<file path="config.mk">
export PLATFORM = sky130hd
export DESIGN_NAME = fetch_queue
export DESIGN_NICKNAME = d
export VERILOG_FILES = /design/src/rtl/fetch_queue.sv
export SDC_FILE = /design/constraint.sdc
export NUM_CORES = 2
export LEC_CHECK = 0
export ABC_CLOCK_PERIOD_IN_PS = 9100
export CORE_MARGIN = 3
export CORE_UTILIZATION = 35
export DETAILED_ROUTE_END_ITERATION = 8
export DONT_BUFFER_PORTS = 1
export HOLD_SLACK_MARGIN = 0.12
export SYNTH_ARGS = -nofsm -noshare
export SYNTH_HDL_FRONTEND = slang
export SYNTH_SLANG_ARGS = --single-unit
export TNS_END_PERCENT = 20
</file>
<file path="constraint.sdc">
create_clock -name clk -period 9.1 [get_ports clk]
set_input_delay 1.365 -clock clk [delete_from_list [all_inputs] [get_ports clk]]
set_output_delay 1.365 -clock clk [all_outputs]
set_load 0.005 [all_outputs]
</file>
<file path="src/rtl/fetch_queue.sv">
// Dual-issue fetch stage: owns the PC, drives the two-wide ROM, and buffers returned
// instruction pairs in an in-order queue whose two oldest entries are shown to decode.
module fetch_queue #(
  parameter int unsigned DEPTH    = 8,
  parameter logic [31:0] RESET_PC = 32'h0000_0000
) (
  input  logic        clk,
  input  logic        rst_n,
  output logic [9:0]  rom_addr,
  input  logic [31:0] rom_instr1,
  input  logic [31:0] rom_instr2,
  input  logic        redirect_valid,
  input  logic [31:0] redirect_pc,
  output logic [1:0]  out_valid,
  output logic [31:0] out_instr0,
  output logic [31:0] out_instr1,
  output logic [31:0] out_pc0,
  output logic [31:0] out_pc1,
  input  logic [1:0]  deq_cnt,
  output logic        fetch_fire
);

  localparam int unsigned PW  = $clog2(DEPTH);
  localparam int unsigned CW  = PW + 1;
  localparam logic [31:0] NOP = 32'h0000_0013;

  logic [31:0]   pc;
  logic [31:0]   pc_next;
  logic [CW-1:0] count;
  logic [PW-1:0] head;
  logic [PW-1:0] tail;
  logic [PW-1:0] head_p1;
  logic [PW-1:0] tail_p1;
  logic          inflight;
  logic          inflight_single;
  logic [31:0]   inflight_pc;
  logic          last_word;
  logic          fire;
  logic [1:0]    avail;
  logic [1:0]    enq_n;
  logic [1:0]    deq_n;

  logic [31:0] q_pc    [DEPTH];
  logic [31:0] q_instr [DEPTH];

  logic unused_redirect_bits;
  assign unused_redirect_bits = ^redirect_pc[1:0];

  always_comb begin
    head_p1   = head + PW'(1);
    tail_p1   = tail + PW'(1);
    rom_addr  = pc[11:2];
    last_word = (pc[11:2] == 10'h3FF);
    // The top ROM word has no partner, so that fetch wraps within the 12-bit window.
    pc_next   = last_word ? {pc[31:12], pc[11:0] + 12'd4} : pc + 32'd8;
    // Space is reserved for the pair still in flight; this cycle's dequeue is not credited.
    fire      = rst_n && !redirect_valid &&
                ((32'(count) + (inflight ? 32'd2 : 32'd0) + 32'd2) <= 32'(DEPTH));
    fetch_fire = fire;

    out_valid[0] = rst_n && (count != '0);
    out_valid[1] = rst_n && (count >= CW'(2));
    out_instr0   = out_valid[0] ? q_instr[head]    : NOP;
    out_pc0      = out_valid[0] ? q_pc[head]       : 32'd0;
    out_instr1   = out_valid[1] ? q_instr[head_p1] : NOP;
    out_pc1      = out_valid[1] ? q_pc[head_p1]    : 32'd0;

    avail = {1'b0, out_valid[0]} + {1'b0, out_valid[1]};
    deq_n = (deq_cnt > avail) ? avail : deq_cnt;
    enq_n = inflight ? (inflight_single ? 2'd1 : 2'd2) : 2'd0;
  end

  always_ff @(posedge clk) begin
    if (!rst_n) begin
      pc              <= {RESET_PC[31:2], 2'b00};
      count           <= '0;
      head            <= '0;
      tail            <= '0;
      inflight        <= 1'b0;
      inflight_single <= 1'b0;
      inflight_pc     <= 32'd0;
    end else if (redirect_valid) begin
      pc       <= {redirect_pc[31:2], 2'b00};
      count    <= '0;
      head     <= '0;
      tail     <= '0;
      inflight <= 1'b0;
    end else begin
      head     <= head + PW'(deq_n);
      tail     <= tail + PW'(enq_n);
      count    <= count + CW'(enq_n) - CW'(deq_n);
      inflight <= fire;
      if (fire) begin
        inflight_pc     <= pc;
        inflight_single <= last_word;
        pc              <= pc_next;
      end
    end
  end

  // Queue storage needs no reset; count/head/tail decide what is visible.
  always_ff @(posedge clk) begin
    if (rst_n && !redirect_valid && inflight) begin
      q_pc[tail]    <= inflight_pc;
      q_instr[tail] <= rom_instr1;
      if (!inflight_single) begin
        q_pc[tail_p1]    <= inflight_pc + 32'd4;
        q_instr[tail_p1] <= rom_instr2;
      end
    end
  end

endmodule

</file>
==> metrics.yaml <==
synth_top_area_frac: 0.4440
fin_ws_ps: 3330
ys_seq_elements: 568
rsz0062_at_grt: "no"
power_density_mw_per_mm2: 211.5
via_per_inst: 5.577
dp_cells: 4131
async_flop_share: 0
drc: 0
crit_type: "in -> out"
synth_edf_count: 496
ys_warn_count: 0
track_usage: 0.2166
postSynthAreaPerCell_um2: 10.69
synth_flop_cell: "edfxtp_1"
grt_pass1_vias: 23010
wirelength_um: 109500
tightest_slew_ps: 1243
fin_tns_setup_ps: 0
dr.pass1.iters: 6
max_freq_mhz: 173.3
slew_headroom: 0.1688
post-place-ws_ps: 2665
ir_drop_mv: 0.2327
end_kind: "primary output"
power_mw: 7.732
placed_area_mm2: 0.03437
clockBufferDepth: 3
hold_viol_final: 0
syn-cell-area_mm2: 0.03355
design_area_mm2: 0.03655
ys_seq_area_frac: 0.4870
dp_hpwl_um: 63510
setup_violations: 0
start_kind: "input port"
fin_crit_ps: 5770
antenna_left: 0
layout-drive-gt1-share: 0.1462
cts_setup_buffers: 0
timing.max_cap.violations: 0
numPortBuffers: 0
slew_violations: 0
cts_buffers: 67
wl_per_cell_um: 25.76
place.gp.congestion: 0.7820
layout.cells.non_filler: 4250
fill_cells: 8961
coreArea_mm2: 0.09417
initial_utilization: 0.3562
cts_sinks: 568
cts_hold_buf: 0
num_rows: 112
synthTopCellsByArea: "edfxtp_1, mux4_2, nand2_1"
areaGrowthSynthToFinish_pct: 8.966
yosys.area.top_type: "edfxtp_1"
synthCells: 3139
drtIter0Drc: 2694
clock-skew-final_ps: 22.24
worstSkewPairLatency_ps: 600
die_h_um: 315.6
period_share: 0.6340
synth_common_cells: "nand2_1, edfxtp_1, mux4_2"
htreeDepth: 3
synth.most_common_cell: "nand2_1"
io_pins: 242
grt_overflow: 0
hp-class: "reg -> reg"
die_x_um: 315.6
path_clk_slew_ps: 50
synth_cell_type_count: 60
final_nets: 3071
grt_pass1_wl_um: 157900
cts_tree: "built"
dieArea_mm2: 0.09960
critPathArrivalTime_ps: 4400
cp_max_fo: 60
cp.required_ps: 7740
vias: 23700
ctsResizeCount: 0
grt_max_degree: 118
cts_root_buffer: "clkbuf_16"
status: "completed"
p_leak_nw: 12.50
antenna_found_initial: 2
layer usage:
metal,up-vias,wire length [um],global-route usage
met4,0,3227,0.07048
met2,1126,50930,0.3450
li1,10520,-,-
met1,11880,44890,0.2919
met5,-,0,0
met3,173,10450,0.05185
through the flow:
| step | utilization | hold WS [ps] |
|---|---|---|
| after floorplan | - | 439.5 |
| final | 0.3882 | 497.0 |
| after CTS | 0.3881 | 503.6 |
| after global routing | 0.3881 | 518.7 |
| after detailed placement | 0.3650 | 494.5 |
| after global placement | 0.3650 | 482.0 |
layout make-up:
class | instances | area [um^2] | share of cell area
clock buffer | 87 | 1837 | 0.05025
sequential | 568 | 16350 | 0.4472
clock inverter | 31 | 340.3 | 0.009310
inverter | 29 | 108.9 | 0.002978
tap | 1254 | 1569 | 0.04292
multi-input combinational | 2233 | 15970 | 0.4369
timing repair buffer | 47 | 377.9 | 0.01034
antenna | 1 | 2.502 | 0.00006846
where the power goes:
group | switching (mW) | leakage, nW | total, mW | internal, mW
logic | 1.07 | 6.32 | 1.97 | 0.899
clock network | 1.09 | 1.06 | 2.73 | 1.64
registers | 0.125 | 5.12 | 3.03 | 2.90
total | 2.28 | 12.5 | 7.73 | 5.45
worst max-delay path: stages:
cell     delay, ps
inv_1          480
a21o_4         880
inv_1          490
a21oi_4        240
buf_4          640
nor2_1         190
cells in the final DEF (no fill, tap or decap), types with 28 or more instances in the layout:
cell | synthesis | final
a21oi_1 | 93 | 92
buf_4 | 20 | 45
clkbuf_16 | 0 | 71
dfxtp_1 | 72 | 69
edfxtp_1 | 496 | 496
inv_1 | 28 | 28
mux2i_1 | 62 | 62
mux4_2 | 248 | 248
nand2_1 | 1162 | 1158
nand3_1 | 42 | 38
nor2_1 | 148 | 146
o21ai_0 | 74 | 70
xnor2_1 | 177 | 176
xor2_1 | 64 | 63
path summary, 6_finish.rpt:
kind | startpoint | end | slack (ps) | cells after the start
hold / removal | pc[26] | inflight_pc[26] | 500 | 2
hold reg to reg | pc[26] | inflight_pc[26] | 500 | 2
setup reg to reg | count[2] | count[2] | 4100 | 19
setup / recovery | rst_n | out_instr0[20] | 3330 | 6
state kept, by name, summed over array words and instances (netlist names):
signal,cells
head,3
inflight,1
q_instr,256
tail,3
count,4
inflight_single,1
q_pc,240
inflight_pc,30
pc,30
cells by family (layout without fill, tap and decap cells):
| logic type | count (synthesis) | in the layout | share of synthesized area |
|---|---|---|---|
| and+or+nand+nor | 1454 | 1454 | 0.1782 |
| DFF | 568 | 568 | 0.4870 |
| buffers and inverters | 341 | 194 | 0.04394 |
| muxes | 312 | 312 | 0.1857 |
| xor gates and xnor gates | 243 | 243 | 0.06389 |
| AOI/OAI and AO/OA | 196 | 196 | 0.03141 |
| adders and majority gates | 24 | 24 | 0.009847 |
| other | 1 | 5 | 0.0001118 |
Note: power is estimated with default switching activity, not from simulation.
==> edit (config.mk and constraints unchanged) <==
Set the parameter `DEPTH` to 4 (it was 8).
--- a/src/rtl/fetch_queue.sv
+++ b/src/rtl/fetch_queue.sv
@@ -1,7 +1,7 @@
 // Dual-issue fetch stage: owns the PC, drives the two-wide ROM, and buffers returned
 // instruction pairs in an in-order queue whose two oldest entries are shown to decode.
 module fetch_queue #(
-  parameter int unsigned DEPTH    = 8,
+  parameter int unsigned DEPTH    = 4,
   parameter logic [31:0] RESET_PC = 32'h0000_0000
 ) (
   input  logic        clk,
Check against the original RTL: not equivalent (Yosys sat finds a counterexample within 4 cycles, from zero or initial values and one cycle with rst_n low).
==> edit against the original RTL <==
Cell count shrank 44%. Cell area down 45%. Die area is 44% lower. Fmax rose by 26%. Sequential cell count is 251 lower. Count of clock-buffer cells in the layout decreased by 36. Setup slack improved by 1.2 ns. Combinational power is 54% lower. Area after synthesis fell by 45%. Total power decreased by 47%. Clock skew fell by 0.010 ns. Worst hold slack lost 0.013 ns. Wire length fell by 51%.
==> edit: results (changes against the original RTL) <==
- RePlAce Congestion: 0.879 (was 0.782)
- Status: complete, no violations (unchanged)
- Power Density: 205 mW/mm^2 (was 212 mW/mm^2)
- Clock latency at the later pin of the worst-skew pair: 0.55 ns (was 0.60 ns)
- Placed cells: 2309 (was 4131)
- Non-clk buf share: 0.823% (was 1.03%)
- Drt total wl: 53900 um (was 109000 um)
- R2R cell count: 18 (was 19)
- Clk tree area frac: 5.83% (was 5.96%)
- Compound-cell area share of the yosys netlist: 3.52% (was 3.14%)
- Cells after Synth: 1755 (was 3139)
- Multi-Input Combinational: 1266 (was 2233)
- Met3 routed WL: 4950 um (was 10400 um)
- Maximum number of pins on one net before global-route repair: 67 (was 118)
- Via count: 13200 (was 23700)
- Setup WS pre-CTS: 3.86 ns (was 2.66 ns)
- Plain + repair buffers: 22 (was 47)
- DRT iter0 DRCs: 1254 (was 2694)
- Leakage: 6.96 nW (was 12.5 nW)
- Area Growth Syn to Fin: 8.44% (was 8.97%)
- Gr usage total: 18.9% (was 21.7%)
- VDD IR-drop max: 0.000111 V (was 0.000233 V)
- Met2 wire len: 25500 um (was 50900 um)
- Seq_cells: 317 (was 568)
- TritonCTS Buffers: 39 (was 67)
- Min Hold Slack: 0.484 ns (was 0.497 ns)
- Clock buffers: 51 (was 87)
- GR Layer Usage met3: 4.44% (was 5.18%)
- Seq/total area: 44.0% (was 44.7%)
- Multi-input combinational area share: 44.6% (was 43.7%)
- Finished Layout Cells: 2375 (was 4250)
- Initial antenna violation count: 0 (was 2)
- Layout cells sized above 1: 13.9% (was 14.6%)
- Most frequent cells after synthesis: nand2_1 (520), edfxtp_1 (248), mux4_2 (124) (was nand2_1 (1162), edfxtp_1 (496), mux4_2 (248))
- Sequential power: 1.76 mW (was 3.03 mW)
- Fill count: 4976 (was 8961)
- Xor/xnor share of the synthesized area: 6.39% (about the same)
- Yosys cell types: 64 (was 60)
- Mux cell area share after synthesis: 15.1% (was 18.6%)
- Final Skew: 0.0119 ns (was 0.0222 ns)
- Biggest regs: q_instr x128, q_pc x120 (was q_instr x256, q_pc x240)
- Logic inverters: 24 (was 29)
- Global-route wire length before repair: 81400 um (was 158000 um)
- Met1 Usage GRT: 25.2% (was 29.2%)
- M1 WL: 22100 um (was 44900 um)
- CTS HTree Levels: 2 (was 3)
- Comb power: 0.910 mW (was 1.97 mW)
- Sw Share: 30.2% (was 29.5%)
- Post-DP HPWL: 33400 um (was 63500 um)
- Ys async rst share: 0% (unchanged)
- Diodes inserted: 0 (was 1)
- Critical path fanouts, max: 63 (was 60)
edit: cell types whose count changed after synthesis, sizes merged, moves of 60 or more:
cell and delta:
xnor2 -112, mux4 -124, nor2b +60, clkbuf -72, buf -89, mux2i -62
nand2 -641, edfxtp -248
edit: worst max path at each step:
stage               startpoint       endpoint  slack, ns  cells past startpoint
CTS                   count[1]       count[2]       4.36                     18
global placement         rst_n       count[2]       3.93                     18
finish                   rst_n       count[2]       4.51                     18
detailed placement       rst_n       count[2]       3.86                     18
global route          count[1]       count[2]       4.13                     18
floorplan                rst_n  q_instr[2][0]       2.44                      4
edit: worst max-delay path: stages:
cell and delay, ns:
clkinv_1 0.06, nor2_4 0.05, a21oi_4 0.12, buf_4 0.62
inv_1 0.25, ha_1 0.41, ha_1 0.34, nor3_1 0.06
a21oi_1 0.11, a21oi_1 0.08, a221oi_1 0.37, ha_1 0.19
inv_1 0.04, ha_1 0.18, fa_1 0.38, xnor2_1 0.18
xnor2_1 0.14, nor2_1 0.05
